--- src/rtl/iob_ila_capture_pkg.sv ---
// Shared types for the ILA capture engine: FSM state encoding as seen on state_o.
package iob_ila_capture_pkg;

    localparam int unsigned STATE_W = 3;

    typedef enum logic [STATE_W-1:0] {
        ST_IDLE  = 3'd0,
        ST_PRE   = 3'd1,
        ST_ARMED = 3'd2,
        ST_POST  = 3'd3,
        ST_DONE  = 3'd4
    } state_t;

endpackage

--- src/rtl/iob_ila_trig_unit.sv ---
// Trigger evaluation: per-bit negate, level/rising-edge select, mask, OR/AND combine, forced trigger.
module iob_ila_trig_unit #(
    parameter int unsigned TRIGGER_W = 4
) (
    input  logic                 clk_i,
    input  logic                 arst_n_i,
    input  logic                 sample_i,
    input  logic [TRIGGER_W-1:0] trigger_i,
    input  logic [TRIGGER_W-1:0] trig_type_i,
    input  logic [TRIGGER_W-1:0] trig_negate_i,
    input  logic [TRIGGER_W-1:0] trig_mask_i,
    input  logic                 trig_and_i,
    input  logic                 force_trig_i,
    output logic                 fire_o
);

    logic [TRIGGER_W-1:0] t;
    logic [TRIGGER_W-1:0] t_prev;
    logic [TRIGGER_W-1:0] hit;

    assign t   = trigger_i ^ trig_negate_i;
    assign hit = (trig_type_i & t & ~t_prev) | (~trig_type_i & t);

    // Edge history follows every qualified sample regardless of capture state.
    always_ff @(posedge clk_i or negedge arst_n_i) begin
        if (!arst_n_i) begin
            t_prev <= '0;
        end else if (sample_i) begin
            t_prev <= t;
        end
    end

    always_comb begin
        fire_o = 1'b0;
        if (trig_and_i) begin
            fire_o = (trig_mask_i != '0) & (&(hit | ~trig_mask_i));
        end else begin
            fire_o = |(hit & trig_mask_i);
        end
        fire_o = fire_o | force_trig_i;
    end

endmodule

--- src/rtl/iob_ila_capture.sv ---
// ILA capture engine: circular sample buffer with pre-trigger depth, trigger FSM and logical-index read port.
module iob_ila_capture
    import iob_ila_capture_pkg::*;
#(
    parameter int unsigned SIGNAL_W  = 32,
    parameter int unsigned TRIGGER_W = 4,
    parameter int unsigned BUFFER_W  = 4
) (
    input  logic                 clk_i,
    input  logic                 arst_n_i,
    input  logic                 cke_i,
    input  logic [SIGNAL_W-1:0]  signal_i,
    input  logic [TRIGGER_W-1:0] trigger_i,
    input  logic                 sample_en_i,
    input  logic                 arm_i,
    input  logic                 clear_i,
    input  logic                 force_trig_i,
    input  logic [TRIGGER_W-1:0] trig_type_i,
    input  logic [TRIGGER_W-1:0] trig_negate_i,
    input  logic [TRIGGER_W-1:0] trig_mask_i,
    input  logic                 trig_and_i,
    input  logic [BUFFER_W:0]    pretrig_i,
    input  logic                 rd_en_i,
    input  logic [BUFFER_W-1:0]  rd_addr_i,
    output logic [SIGNAL_W-1:0]  rd_data_o,
    output logic                 rd_valid_o,
    output logic [STATE_W-1:0]   state_o,
    output logic [BUFFER_W:0]    n_samples_o,
    output logic [BUFFER_W-1:0]  trig_idx_o,
    output logic                 done_o
);

    localparam int unsigned DEPTH = 2 ** BUFFER_W;
    localparam int unsigned CW    = BUFFER_W + 1;
    localparam logic [CW-1:0] DEPTH_C = CW'(DEPTH);
    localparam logic [CW-1:0] PT_MAX  = CW'(DEPTH - 1);

    state_t              state, state_nxt;
    logic [CW-1:0]       cnt, cnt_nxt, cnt_inc;
    logic [CW-1:0]       pt, pt_nxt;
    logic [BUFFER_W-1:0] wp, wp_nxt;
    logic [BUFFER_W-1:0] trig_idx, trig_idx_nxt;
    logic [BUFFER_W-1:0] rd_phys;
    logic                sample;
    logic                fire;
    logic                we;

    logic [SIGNAL_W-1:0] mem [DEPTH];

    assign sample = cke_i & sample_en_i;

    iob_ila_trig_unit #(
        .TRIGGER_W(TRIGGER_W)
    ) u_trig (
        .clk_i        (clk_i),
        .arst_n_i     (arst_n_i),
        .sample_i     (sample),
        .trigger_i    (trigger_i),
        .trig_type_i  (trig_type_i),
        .trig_negate_i(trig_negate_i),
        .trig_mask_i  (trig_mask_i),
        .trig_and_i   (trig_and_i),
        .force_trig_i (force_trig_i),
        .fire_o       (fire)
    );

    always_comb begin
        state_nxt    = state;
        cnt_nxt      = cnt;
        pt_nxt       = pt;
        wp_nxt       = wp;
        trig_idx_nxt = trig_idx;
        we           = 1'b0;
        cnt_inc      = cnt + 1'b1;
        if (clear_i) begin
            state_nxt = ST_IDLE;
            cnt_nxt   = '0;
        end else if (arm_i) begin
            pt_nxt    = (pretrig_i > PT_MAX) ? PT_MAX : pretrig_i;
            wp_nxt    = '0;
            cnt_nxt   = '0;
            state_nxt = (pt_nxt == '0) ? ST_ARMED : ST_PRE;
        end else if (sample) begin
            unique case (state)
                ST_PRE: begin
                    we      = 1'b1;
                    wp_nxt  = wp + 1'b1;
                    cnt_nxt = cnt_inc;
                    if (cnt_inc >= pt) state_nxt = ST_ARMED;
                end
                ST_ARMED: begin
                    we     = 1'b1;
                    wp_nxt = wp + 1'b1;
                    if (fire) begin
                        cnt_nxt      = cnt_inc;
                        trig_idx_nxt = cnt[BUFFER_W-1:0];
                        state_nxt    = (cnt_inc == DEPTH_C) ? ST_DONE : ST_POST;
                    end else begin
                        // Window saturates at pt: the oldest pre-trigger sample is overwritten.
                        cnt_nxt = (cnt_inc > pt) ? pt : cnt_inc;
                    end
                end
                ST_POST: begin
                    we      = 1'b1;
                    wp_nxt  = wp + 1'b1;
                    cnt_nxt = cnt_inc;
                    if (cnt_inc == DEPTH_C) state_nxt = ST_DONE;
                end
                default: ;
            endcase
        end
    end

    always_ff @(posedge clk_i or negedge arst_n_i) begin
        if (!arst_n_i) begin
            state    <= ST_IDLE;
            cnt      <= '0;
            pt       <= '0;
            wp       <= '0;
            trig_idx <= '0;
        end else if (cke_i) begin
            state    <= state_nxt;
            cnt      <= cnt_nxt;
            pt       <= pt_nxt;
            wp       <= wp_nxt;
            trig_idx <= trig_idx_nxt;
        end
    end

    always_ff @(posedge clk_i) begin
        if (we) mem[wp] <= signal_i;
    end

    // Logical index 0 is the oldest sample; cnt == DEPTH wraps to wp itself.
    assign rd_phys = wp - cnt[BUFFER_W-1:0] + rd_addr_i;

    always_ff @(posedge clk_i or negedge arst_n_i) begin
        if (!arst_n_i) begin
            rd_data_o  <= '0;
            rd_valid_o <= 1'b0;
        end else if (cke_i) begin
            rd_valid_o <= rd_en_i;
            if (rd_en_i) begin
                rd_data_o <= ({1'b0, rd_addr_i} < cnt) ? mem[rd_phys] : '0;
            end
        end
    end

    assign state_o     = state;
    assign n_samples_o = cnt;
    assign trig_idx_o  = trig_idx;
    assign done_o      = (state == ST_DONE);

endmodule

--- config.mk ---
export PLATFORM = sky130hd
export DESIGN_NAME = iob_ila_capture
export DESIGN_NICKNAME = d
export VERILOG_FILES = /design/src/rtl/iob_ila_capture_pkg.sv /design/src/rtl/iob_ila_trig_unit.sv /design/src/rtl/iob_ila_capture.sv
export SDC_FILE = /design/constraint.sdc
export NUM_CORES = 1
export LEC_CHECK = 0
export ABC_AREA = 1
export BUFFER_PORTS_ARGS = -buffer_cell sky130_fd_sc_hd__buf_2
export CORE_UTILIZATION = 38
export CTS_CLUSTER_DIAMETER = 60
export DETAILED_ROUTE_END_ITERATION = 8
export PLACE_DENSITY = 0.6
export SLEW_MARGIN = 20
export SYNTH_ARGS = -nofsm -noshare
export SYNTH_HDL_FRONTEND = slang
export SYNTH_SLANG_ARGS = --single-unit
--- constraint.sdc ---
create_clock -name clk_i -period 3.7 [get_ports clk_i]
set_input_delay 0.37 -clock clk_i [delete_from_list [all_inputs] [get_ports clk_i]]
set_output_delay 0.37 -clock clk_i [all_outputs]
set_load 0.1 [all_outputs]
==> metrics, run 1 <==
result of the run finished, final reports clean; HPWL Detailed roughly 32 mm; crit path DAT about 3.9 ns; average size of a mapped cell about 12 um2; number of routed nets with antenna violations 0; static leakage 9.70 nW; I/O Buffers between 100 and 150; number of DRC markers in iteration 0 about 1,300; netlist area before placement roughly 23,000 um2; net count of the mapped netlist 2,035; largest cells by area after synthesis sky130_fd_sc_hd__edfxtp_1 (66%), sky130_fd_sc_hd__nor2_1 (6.7%), sky130_fd_sc_hd__dfrtp_1 (6.2%), sky130_fd_sc_hd__o21ai_0 (6.0%), sky130_fd_sc_hd__nand2_1 (4.5%); sinks on the clock net 570; Worst slew margin 0.333; most numerous cell on the critical path sky130_fd_sc_hd__nand2_1; class of the worst hold path in2reg; DIE HEIGHT 249 um; initial antenna violation count 5; fraction of the mapped netlist area in simple logic gates 0.130; post-synthesis share of cell area spent on full adders, half adders and majority gates 0.0117; start point of the worst hold path cke_i; TritonCTS clock tree done; time the worst path needs with I/O delays and setup 3.38 ns; top cell family by delay on the critical path buffers and inverters; area of all placed cells without fillers 27,100 um2; Post-CTS Setup Bufs 0; worst path setup slack after routing between 0.3 and 0.4 ns; clock-pin transition on the worst setup and hold timing paths roughly 0.06 ns; number of cells on the worst hold path 2; Crit path largest cell delay 0.73 ns; synth unique cells 32; xor and xnor fraction of the mapped netlist area 0.00188; slowest stage cell, crit path sky130_fd_sc_hd__inv_2; routed via count 15,338; largest net degree at the start of global routing about 120; RSZ-0062 raised after global routing no; EDFF count, synth a little over 500; yosys synthesis warning count 0; DRT Wirelength ~60 mm; first-pass GRT wire length 89.9 mm; flip-flop and latch count after synthesis 570; leading register cell type out of synthesis sky130_fd_sc_hd__edfxtp_1; biggest fanout along the worst timing path 32; R2R cell count 12; share of cells above drive strength 1 0.137; effective utilization at floorplan 0.385; Core ar. between 60,000 and 70,000 um2; Hold Fails Final Rpt 0; DR DRC count 0; reg2reg start wp[2]$_DFFE_PN0P_; Slew Limit Fails 0; IR Drop Worst-Case VDD 0.465 mV; Hold-fix buffers, CTS 7; startpoint type of the worst setup path register; # IOs roughly 110; proportion of synthesized area in mux cells 0.000484; minimum setup slack among reg-to-reg paths between 0.3 and 0.4 ns; aggregate global routing overflow 0; data required time of the critical path roughly 4.2 ns; global placer's final weighted congestion about 0.79; clock root cell sky130_fd_sc_hd__clkbuf_16; top post-synthesis cells by count sky130_fd_sc_hd__edfxtp_1 (512), sky130_fd_sc_hd__nor2_1 (418), sky130_fd_sc_hd__o21ai_0 (277), sky130_fd_sc_hd__nand2_1 (276), sky130_fd_sc_hd__o211ai_1 (126); end point of the worst hold path rd_valid_o$_DFFE_PN0P_; highest achievable clock rate 296 MHz; maximum number of buffers from clock root to sink 3; max-capacitance violation count 0; sequential-to-total area share from yosys stat 0.723; Core Rows 90; worst reg2reg path endpoint rd_data_o[30]$_DFFE_PN0P_; worst slack, placed approximately 0.25 ns; synthesized instance count 1,949; area growth from synthesis to layout 16.5%; setup clock skew after layout between 0.02 and 0.03 ns; Global Route Usage Sum 0.191; dominant combinational cell family by area after synthesis simple AND/OR/NAND/NOR gates; P per Cell Area between 700 and 800 nW/um2; average via count per standard cell ~5.3; top-area cell type share of the netlist area 0.661; Slew @ Worst Pin between 1 and 1.5 ns; Non-Filler Instances slightly below 3,000; dominant cell type by area after synthesis sky130_fd_sc_hd__edfxtp_1; Die Outline Area approximately 62,000 um2; top-count cell post-synth sky130_fd_sc_hd__edfxtp_1; overall die width between 200 and 250 um; number of levels in the clock H-tree 2; share of the synthesized area in compound gates (AO/OA/AOI/OAI) 0.104; post-placement cell count between 2,000 and 3,000; kind of capture point of the worst setup path register; number of global-route vias before repair roughly 15,000; number of setup violations in the final report 0; Post-Route Utilization 0.448; number of nets at the end of the flow 2,154; CP bufs+invs 3; critical-path cell list inv_1 -> fa_1 -> inv_1 -> ha_1 -> nand2_1 -> nor2_1 -> a211oi_1 -> xor2_4 -> inv_2 -> nand2_1 -> nand3_1 -> nand2_1; instance area after placement ~25,000 um2; final cycle utilization of the critical path 0.912; DR pass1 iterations 5; insertion delay to the later sink of the worst-skew pair about 0.63 ns; start-to-end type of the worst setup path reg2reg; Num CTS Buffers just under 60; number of gates given a new drive strength after cts 0; routed length per placed instance around 21 um; share of async-settable or async-resettable flops after synthesis 0.102
## kinds of logic (layout without fill, tap and decap cells)
kind of cell | count (synthesis) | in the layout
buffers and inverters | 163 | 331
AO/OA/AOI/OAI | 419 | 419
XOR/XNOR | 5 | 5
multiplexers | 1 | 1
AND/OR/NAND/NOR | 771 | 771
adder cells (fa/ha/maj) | 20 | 20
other | 0 | 3
flip-flops | 570 | 570
## worst reg2reg max path, delay by kind of cell (launching register included)
family / cells / cell delay, ns
buffers and inverters: 3 / 0.91
adder cells (fa/ha/maj): 2 / 0.85
AO/OA/AOI/OAI: 1 / 0.51
AND/OR/NAND/NOR: 5 / 0.47
flip-flops: 1 / 0.39
XOR/XNOR: 1 / 0.14
## area by class of cell
type	count	area [um2]
repair buffers	168	1220
inverters	53	204
diodes	3	7.51
multi-input cells	1216	5970
well taps	782	978
fillers	5465	33400
flip-flops and latches	570	16800
clock inverters	36	337
clock buffers	74	1560
## state kept, by name (all words and copies together) (netlist names)
register	flops
mem	512
wp	4
rd_data_o	32
rd_valid_o	1
state_o	3
pt	5
n_samples_o	5
u_trig.t_prev	4
trig_idx_o	4
## per-stage QoR
step	total power, mW	setup TNS [ns]	hold slack, ns
CTS	20.3	0	0.0275
detailed placement	14.5	0	0.456
global placement	14.5	0	0.456
finish	20.2	0	0.0613
global route	21.2	0	0.0939
floorplan	12.5	-53.87	0.0744
## worst max path at each step
| stage | start | endpoint | slack [ns] | cells past startpoint |
|---|---|---|---|---|
| final | wp[2]$_DFFE_PN0P_ | rd_data_o[30]$_DFFE_PN0P_ | 0.32 | 12 |
| after global routing | wp[2]$_DFFE_PN0P_ | rd_data_o[24]$_DFFE_PN0P_ | 0.11 | 12 |
| after detailed placement | rd_addr_i[2] | rd_data_o[4]$_DFFE_PN0P_ | 0.25 | 13 |
| after CTS | wp[2]$_DFFE_PN0P_ | rd_data_o[26]$_DFFE_PN0P_ | 0.31 | 12 |
| after floorplan | state_o[1]$_DFFE_PN0P_ | mem[0][0]$_DFFE_PP_ | -0.11 | 10 |
| after global placement | rd_addr_i[2] | rd_data_o[22]$_DFFE_PN0P_ | 0.31 | 13 |
## power breakdown
part | total, mW | internal [mW] | leakage [nW] | switching, mW
Clock | 5.80 | 3.29 | 0.914 | 2.51
Sequential | 7.38 | 7.20 | 5.36 | 0.177
Combinational | 7.01 | 1.94 | 3.42 | 5.08
Total | 20.2 | 12.4 | 9.70 | 7.76
## metal layers
metal | global-route usage | vias to the layer above | part of all wire
met1 | 0.261 | 7598 | 0.44
li1 | - | 7166 | -
met5 | 0 | - | 0.00048
met4 | 0.0630 | 4 | 0.026
met3 | 0.0306 | 106 | 0.057
met2 | 0.311 | 464 | 0.48
## placed cells by master (no fill, tap or decap), types with 5 or more instances in the layout
cell	netlist	routed
sky130_fd_sc_hd__nand2_2	4	5
sky130_fd_sc_hd__edfxtp_1	512	512
sky130_fd_sc_hd__clkbuf_16	0	59
sky130_fd_sc_hd__clkinv_1	0	7
sky130_fd_sc_hd__ha_1	17	16
sky130_fd_sc_hd__dlygate4sd3_1	0	7
sky130_fd_sc_hd__clkinv_2	0	13
sky130_fd_sc_hd__dfrtp_1	58	58
sky130_fd_sc_hd__nor2_1	418	401
sky130_fd_sc_hd__clkbuf_1	63	12
sky130_fd_sc_hd__buf_12	0	17
sky130_fd_sc_hd__nand3_1	55	55
sky130_fd_sc_hd__clkinvlp_4	0	7
sky130_fd_sc_hd__nor3_1	5	5
sky130_fd_sc_hd__a21oi_1	8	8
sky130_fd_sc_hd__nand2_1	276	275
sky130_fd_sc_hd__o21ai_0	277	277
sky130_fd_sc_hd__o211ai_1	126	126
sky130_fd_sc_hd__nand4_1	8	8
sky130_fd_sc_hd__inv_1	48	48
sky130_fd_sc_hd__buf_2	34	110
sky130_fd_sc_hd__buf_4	2	34
sky130_fd_sc_hd__nor2_4	1	18
(Power assumes the default switching activity.)
==> run 2, diff against run 1 <==
PLACE_DENSITY = not set   (was 0.6)
PLACE_DENSITY_LB_ADDON = 0.1   (was not set)
==> run 2 against run 1 <==
Effect of this change:
- clock skew down 0.013 ns
- via count shrank 1.4%
- register-to-register slack barely moved
- first-iteration DRC count shrank 24%
- die area did not move
- hold slack got worse by 0.017 ns
- combinational power up 3.7%
- final cell count grew 0.31%
- sequential power about the same
- sequential cell count did not move
- clock power up 10%
- highest routed layer unchanged
==> metrics, run 2 (synthesis gave the netlist of run 1 again) <==
biggest fanout along the worst timing path between 40 and 50; worst-case hold slack about 0.044 ns; met2 global-route usage 0.330; Fill cells roughly 5,500; Worst slew margin 0.308; leading cell types in the layout, fill and taps excluded sky130_fd_sc_hd__edfxtp_1 (512), sky130_fd_sc_hd__nor2_1 (401), sky130_fd_sc_hd__o21ai_0 (277); static leakage 9.88 nW; initial antenna violation count 2; flip-flop count of the largest register after layout around 510; met3 track demand over resource 0.0318; crit path DAT 3.91 ns; RSZ-0062 raised after global routing no; setup clock skew after layout 0.0142 ns; first-pass GRT wire length ~95 mm; overall power consumption between 20 and 25 mW; time the worst path needs with I/O delays and setup about 3.4 ns; # IOs approximately 110; startpoint type of the worst setup path register; critical-path cell list inv_1 -> ha_1 -> inv_1 -> ha_4 -> inv_1 -> fa_4 -> buf_12 -> buf_12 -> o21ai_0 -> o211ai_1 -> nand2_1 -> nand2_1 -> nand3_1 -> nand2_1; clock root cell sky130_fd_sc_hd__clkbuf_16; global placer's final weighted congestion 0.759; clock-pin transition on the worst setup and hold timing paths about 0.060 ns; number of routed nets with antenna violations 0; DIE HEIGHT approximately 250 um; number of global-route vias before repair 14,994; Core ar. approximately 60,000 um2; Slew Limit Fails 0; area growth from synthesis to layout 17.8%; TritonCTS clock tree done; highest achievable clock rate approximately 300 MHz; max-capacitance violation count 0; Crit path largest cell delay approximately 1.0 ns; IR Drop Worst-Case VDD ~0.38 mV; result of the run finished, final reports clean; Post-Route Utilization 0.453; data required time of the critical path between 4 and 5 ns; share of cells above drive strength 1 0.142; HPWL Detailed about 34 mm; Global Route Usage Sum 0.204; class of the worst hold path in2reg; Num CTS Buffers 61; DR pass1 iterations 5; most used routing layer met2; routed via count approximately 15,000; Core Rows 90; DRT Wirelength between 60 and 70 mm; top cell family by delay on the critical path adder cells; number of setup violations in the final report 0; Die Outline Area approximately 62,000 um2; I/O Buffers roughly 110; P per Cell Area about 770 nW/um2; commonest non-fill, non-tap cell in the layout sky130_fd_sc_hd__edfxtp_1; Hold Fails Final Rpt 0; average via count per standard cell roughly 5.2; met1 GRT Util 0.285; slowest stage cell, crit path sky130_fd_sc_hd__fa_4; sinks on the clock net 570; number of levels in the clock H-tree 2; number of DRC markers in iteration 0 992; effective utilization at floorplan 0.385; kind of capture point of the worst setup path register; aggregate global routing overflow 0; CP bufs+invs 5; overall die width 249 um; Slew @ Worst Pin 1.04 ns; number of nets at the end of the flow 2,160; maximum number of buffers from clock root to sink 3; final cycle utilization of the critical path 0.908; routed length per placed instance 21.8 um; register bank with the most flops mem; DR DRC count 0; number of gates given a new drive strength after cts 0; start-to-end type of the worst setup path reg2reg; largest net degree at the start of global routing 148; Post-CTS Setup Bufs 0; insertion delay to the later sink of the worst-skew pair about 0.62 ns; Top Registers mem x512, rd_data_o x32
run 2: tightest hold or removal path, cell delays in order:
cell and delay [ns]:
sky130_fd_sc_hd__buf_2 0.10, sky130_fd_sc_hd__o21ai_0 0.08, sky130_fd_sc_hd__o21ai_0 0.07
run 2: path summary, 6_finish.rpt:
check                                       endpoint  slack (ns)  cells after the start               from
min                                pt[0]$_DFFE_PN0P_        0.04                      3       pretrig_i[4]
max reg2reg                 rd_data_o[3]$_DFFE_PN0P_        0.34                     14  wp[0]$_DFFE_PN0P_
min reg2reg                        pt[4]$_DFFE_PN0P_        0.48                      2  pt[4]$_DFFE_PN0P_
max in group asynchronous  rd_data_o[21]$_DFFE_PN0P_        2.54                      2           arst_n_i
min in group asynchronous          pt[2]$_DFFE_PN0P_        0.48                      2           arst_n_i
max                         rd_data_o[3]$_DFFE_PN0P_        0.34                     14  wp[0]$_DFFE_PN0P_
run 2: per-layer routing:
layer	vias to the layer above	share of wire
met5	-	0.00014
met4	2	0.027
met3	102	0.045
met2	341	0.47
met1	7479	0.46
li1	7195	-
run 2: stage by stage:
stage	setup WS, ns	cells	cell area [um2]	setup TNS [ns]
after floorplan	-0.105	1949	23300	-53.87
after global placement	0.368	2787	25200	0
after detailed placement	0.335	2787	25200	0
after CTS	0.295	2909	27400	0
after global routing	0.136	2910	27400	0
final	0.339	2911	27400	0
run 2: final cells by class:
| type | count | area, um2 | area share |
|---|---|---|---|
| diodes | 2 | 5.00 | 0.000183 |
| clock buffers | 73 | 1640 | 0.0600 |
| clock inverters | 43 | 463 | 0.0169 |
| inverters | 53 | 204 | 0.00744 |
| multi-input cells | 1216 | 5970 | 0.218 |
| flip-flops and latches | 570 | 16800 | 0.614 |
| well taps | 782 | 978 | 0.0357 |
| repair buffers | 172 | 1330 | 0.0486 |
run 2: report_power, final:
part	leakage, nW	switching, mW	total (mW)	internal, mW
logic	3.46	5.22	7.27	2.05
clock network	1.05	2.53	6.38	3.85
registers	5.36	0.189	7.39	7.20
total	9.88	7.94	21.0	13.1
run 2: timing repair:
action,4_1_cts,5_1_grt
hold buffers,6,0
hold endpoints to repair,61,0
setup endpoints to repair,0,0
==> run 3, diff against run 2 <==
SYNTH_HIERARCHICAL = 1   (was not set)
==> run 3 against run 2 <==
Effect of this change:
- clock-buffer cell count grew 14
- sequential power shrank 1%
- non-clock buffer count shrank 8
- die area grew 0.62%
- first-iteration DRC count grew 20%
- register-to-register slack gained 0.25 ns
- via count grew 2.1%
- sequential share of layout area grew 0.14 points
- routed wire length grew 0.83%
- clock skew grew 0.0069 ns
- area after synthesis grew 0.62%
- design area shrank 0.23%
==> metrics, run 3 <==
result of the run finished, final reports clean; average size of a mapped cell ~12 um2; synthesized instance count around 2,000; antenna diode count 0; Fill cells 5,587; met2 global-route usage 0.346; crit path DAT between 3 and 4 ns; number of cells on the worst hold path 3; Top Registers mem x512, rd_data_o x32; share of cells above drive strength 1 0.134; start point of the worst hold path pretrig_i[2]; Core Rows 90; Num CTS Buffers 66; sequential-to-total area share from yosys stat 0.719; global placer's final weighted congestion between 0.8 and 0.9; maximum number of buffers from clock root to sink 3; highest achievable clock rate around 320 MHz; leading cell types in the layout, fill and taps excluded sky130_fd_sc_hd__edfxtp_1 (512), sky130_fd_sc_hd__nand2_1 (400), sky130_fd_sc_hd__nor2_1 (311); instance area after placement roughly 25,000 um2; share of async-settable or async-resettable flops after synthesis 0.102; first-pass GRT wire length 96.1 mm; overall die width between 200 and 300 um; aggregate global routing overflow 0; Slew @ Worst Pin between 0.7 and 0.8 ns; largest cells by area after synthesis sky130_fd_sc_hd__edfxtp_1 (66%), sky130_fd_sc_hd__nand2_1 (6.4%), sky130_fd_sc_hd__dfrtp_1 (6.2%), sky130_fd_sc_hd__o21ai_0 (5.8%), sky130_fd_sc_hd__nor2_1 (5.3%); register bank with the most flops mem; yosys synthesis warning count 6; # IOs roughly 110; largest net degree at the start of global routing between 100 and 150; reg2reg start wp[0]$_DFFE_PN0P_; initial antenna violation count 2; biggest fanout along the worst timing path between 40 and 50; TritonCTS clock tree done; Hold-fix buffers, CTS 1; synth unique cells 30; data required time of the critical path around 4.2 ns; I/O Buffers 111; DR pass1 iterations 5; startpoint type of the worst setup path register; worst reg2reg path endpoint rd_data_o[29]$_DFFE_PN0P_; flip-flop and latch count after synthesis 570; Slew Limit Fails 0; Core ar. 60,600 um2; Die Outline Area 62,600 um2; DR DRC count 0; Worst slew margin 0.525; minimum setup slack among reg-to-reg paths around 0.6 ns; area of all placed cells without fillers ~27,000 um2; average via count per standard cell a little over 5; RSZ-0062 raised after global routing no; IR Drop Worst-Case VDD ~0.38 mV; leading register cell type out of synthesis sky130_fd_sc_hd__edfxtp_1; DRT Wirelength approximately 64 mm; number of setup violations in the final report 0; number of DRC markers in iteration 0 roughly 1,200; commonest non-fill, non-tap cell in the layout sky130_fd_sc_hd__edfxtp_1; clock-pin transition on the worst setup and hold timing paths approximately 0.06 ns; met3 track demand over resource 0.0336; number of routed nets with antenna violations 0; EDFF count, synth 512; start-to-end type of the worst setup path reg2reg; kind of capture point of the worst setup path register; final cycle utilization of the critical path 0.840; critical-path cell list inv_1 -> ha_1 -> inv_1 -> ha_4 -> fa_4 -> buf_12 -> buf_4 -> o21ai_0 -> o21ai_0 -> o21ai_1 -> nand2_1 -> nand3_1 -> nand2_1; sinks on the clock net between 500 and 600; R2R cell count 13; flip-flop count of the largest register after layout between 500 and 600; clock root cell sky130_fd_sc_hd__clkbuf_16; DIE HEIGHT 250 um; Global Route Usage Sum 0.206; TNS Setup 0 ns; number of global-route vias before repair between 15,000 and 20,000; number of nets at the end of the flow 2,231; top post-synthesis cells by count sky130_fd_sc_hd__edfxtp_1 (512), sky130_fd_sc_hd__nand2_1 (401), sky130_fd_sc_hd__nor2_1 (328), sky130_fd_sc_hd__o21ai_0 (270), sky130_fd_sc_hd__nand3_1 (123); HPWL Detailed between 30 and 40 mm; Hold Fails Final Rpt 0; static leakage between 10 and 15 nW; P per Cell Area approximately 700 nW/um2; Crit path largest cell delay between 0.9 and 1 ns; dominant cell type by area after synthesis sky130_fd_sc_hd__edfxtp_1; area growth from synthesis to layout 16.8%; max-capacitance violation count 0; most used routing layer met2; time the worst path needs with I/O delays and setup just over 3 ns; end point of the worst hold path pt[2]$_DFFE_PN0P_; netlist area before placement approximately 23,000 um2; routed length per placed instance between 20 and 25 um; top-area cell type share of the netlist area 0.657; met1 GRT Util 0.276; number of gates given a new drive strength after cts 0; net count of the mapped netlist ~2,100; class of the worst hold path in2reg; top-count cell post-synth sky130_fd_sc_hd__edfxtp_1; slowest stage cell, crit path sky130_fd_sc_hd__fa_4; routed via count between 15,000 and 20,000; setup clock skew after layout between 0.02 and 0.025 ns; Post-CTS Setup Bufs 0; insertion delay to the later sink of the worst-skew pair 0.60 ns; effective utilization at floorplan 0.386; number of levels in the clock H-tree 3
==> run 3: cell count changes after synthesis, moves of 7 or more <==
cell / previous run / this run
sky130_fd_sc_hd__nand2_1: 276 / 401
sky130_fd_sc_hd__o211ai_1: 126 / 35
sky130_fd_sc_hd__nor2_1: 418 / 328
sky130_fd_sc_hd__o21ai_1: 2 / 71
sky130_fd_sc_hd__nand3_1: 55 / 123
sky130_fd_sc_hd__clkbuf_1: 63 / 42
sky130_fd_sc_hd__buf_2: 34 / 53
sky130_fd_sc_hd__buf_4: 2 / 13
sky130_fd_sc_hd__buf_1: 11 / 1
sky130_fd_sc_hd__inv_1: 48 / 56
sky130_fd_sc_hd__o21ai_0: 277 / 270
==> run 3: area by class of cell <==
type                    count  area, um2  area share
clock buffers              87       1810      0.0663
inverters                  58        223     0.00814
repair buffers            164       1240      0.0454
clock inverters            30        268     0.00979
flip-flops and latches    570      16800       0.615
well taps                 782        978      0.0358
multi-input cells        1285       6010       0.220
==> run 3: cells by family after synthesis <==
kind of cell,Yosys count,share of synthesized area
compound gates,388,0.0873
xor+xnor,3,0.00144
fa+ha+maj,20,0.0116
buf+inv,167,0.0317
flops,570,0.719
simple gates,874,0.149
==> run 3: through the flow <==
stage	util	total power, mW	std cells	worst slack (ns)	hold WS, ns
6_report	0.452	19.2	2976	0.593	0.0571
5_1_grt	0.452	20.2	2976	0.350	0.0570
4_1_cts	0.451	19.4	2975	0.563	0.0141
3_5_place_dp	0.417	13.0	2857	0.520	0.462
3_3_place_gp	0.417	13.0	2857	0.549	0.460
2_1_floorplan	-	11.3	2022	0.0635	0.0744
==> run 3: how the worst max path moves through the flow <==
stage	start	end	slack [ns]	cells past startpoint
after floorplan	state_o[1]$_DFFE_PN0P_	mem[0][0]$_DFFE_PP_	0.06	6
after global placement	rd_addr_i[1]	rd_data_o[1]$_DFFE_PN0P_	0.55	14
after detailed placement	rd_addr_i[1]	rd_data_o[29]$_DFFE_PN0P_	0.52	13
after CTS	wp[1]$_DFFE_PN0P_	rd_data_o[29]$_DFFE_PN0P_	0.56	12
after global routing	wp[0]$_DFFE_PN0P_	rd_data_o[1]$_DFFE_PN0P_	0.35	14
final	wp[0]$_DFFE_PN0P_	rd_data_o[29]$_DFFE_PN0P_	0.59	13
==> run 3: metal layers <==
layer	wire length, um	up-vias	share of wire
met3	2360	103	0.037
li1	-	7346	-
met5	28	-	0.00044
met1	28700	7681	0.45
met2	31400	309	0.49
met4	1440	4	0.023
==> run 3: critical path: cells and delay by family (launching register included) <==
kind            cells  cell delay [ns]
simple gates        3             0.19
flops               1             0.40
compound gates      3             0.36
buf+inv             4             0.68
fa+ha+maj           3             1.40
==> run 3: report_power, final <==
group	switching, mW	internal [mW]
clock network	2.57	3.74
registers	0.112	7.17
logic	4.03	1.53
total	6.72	12.4
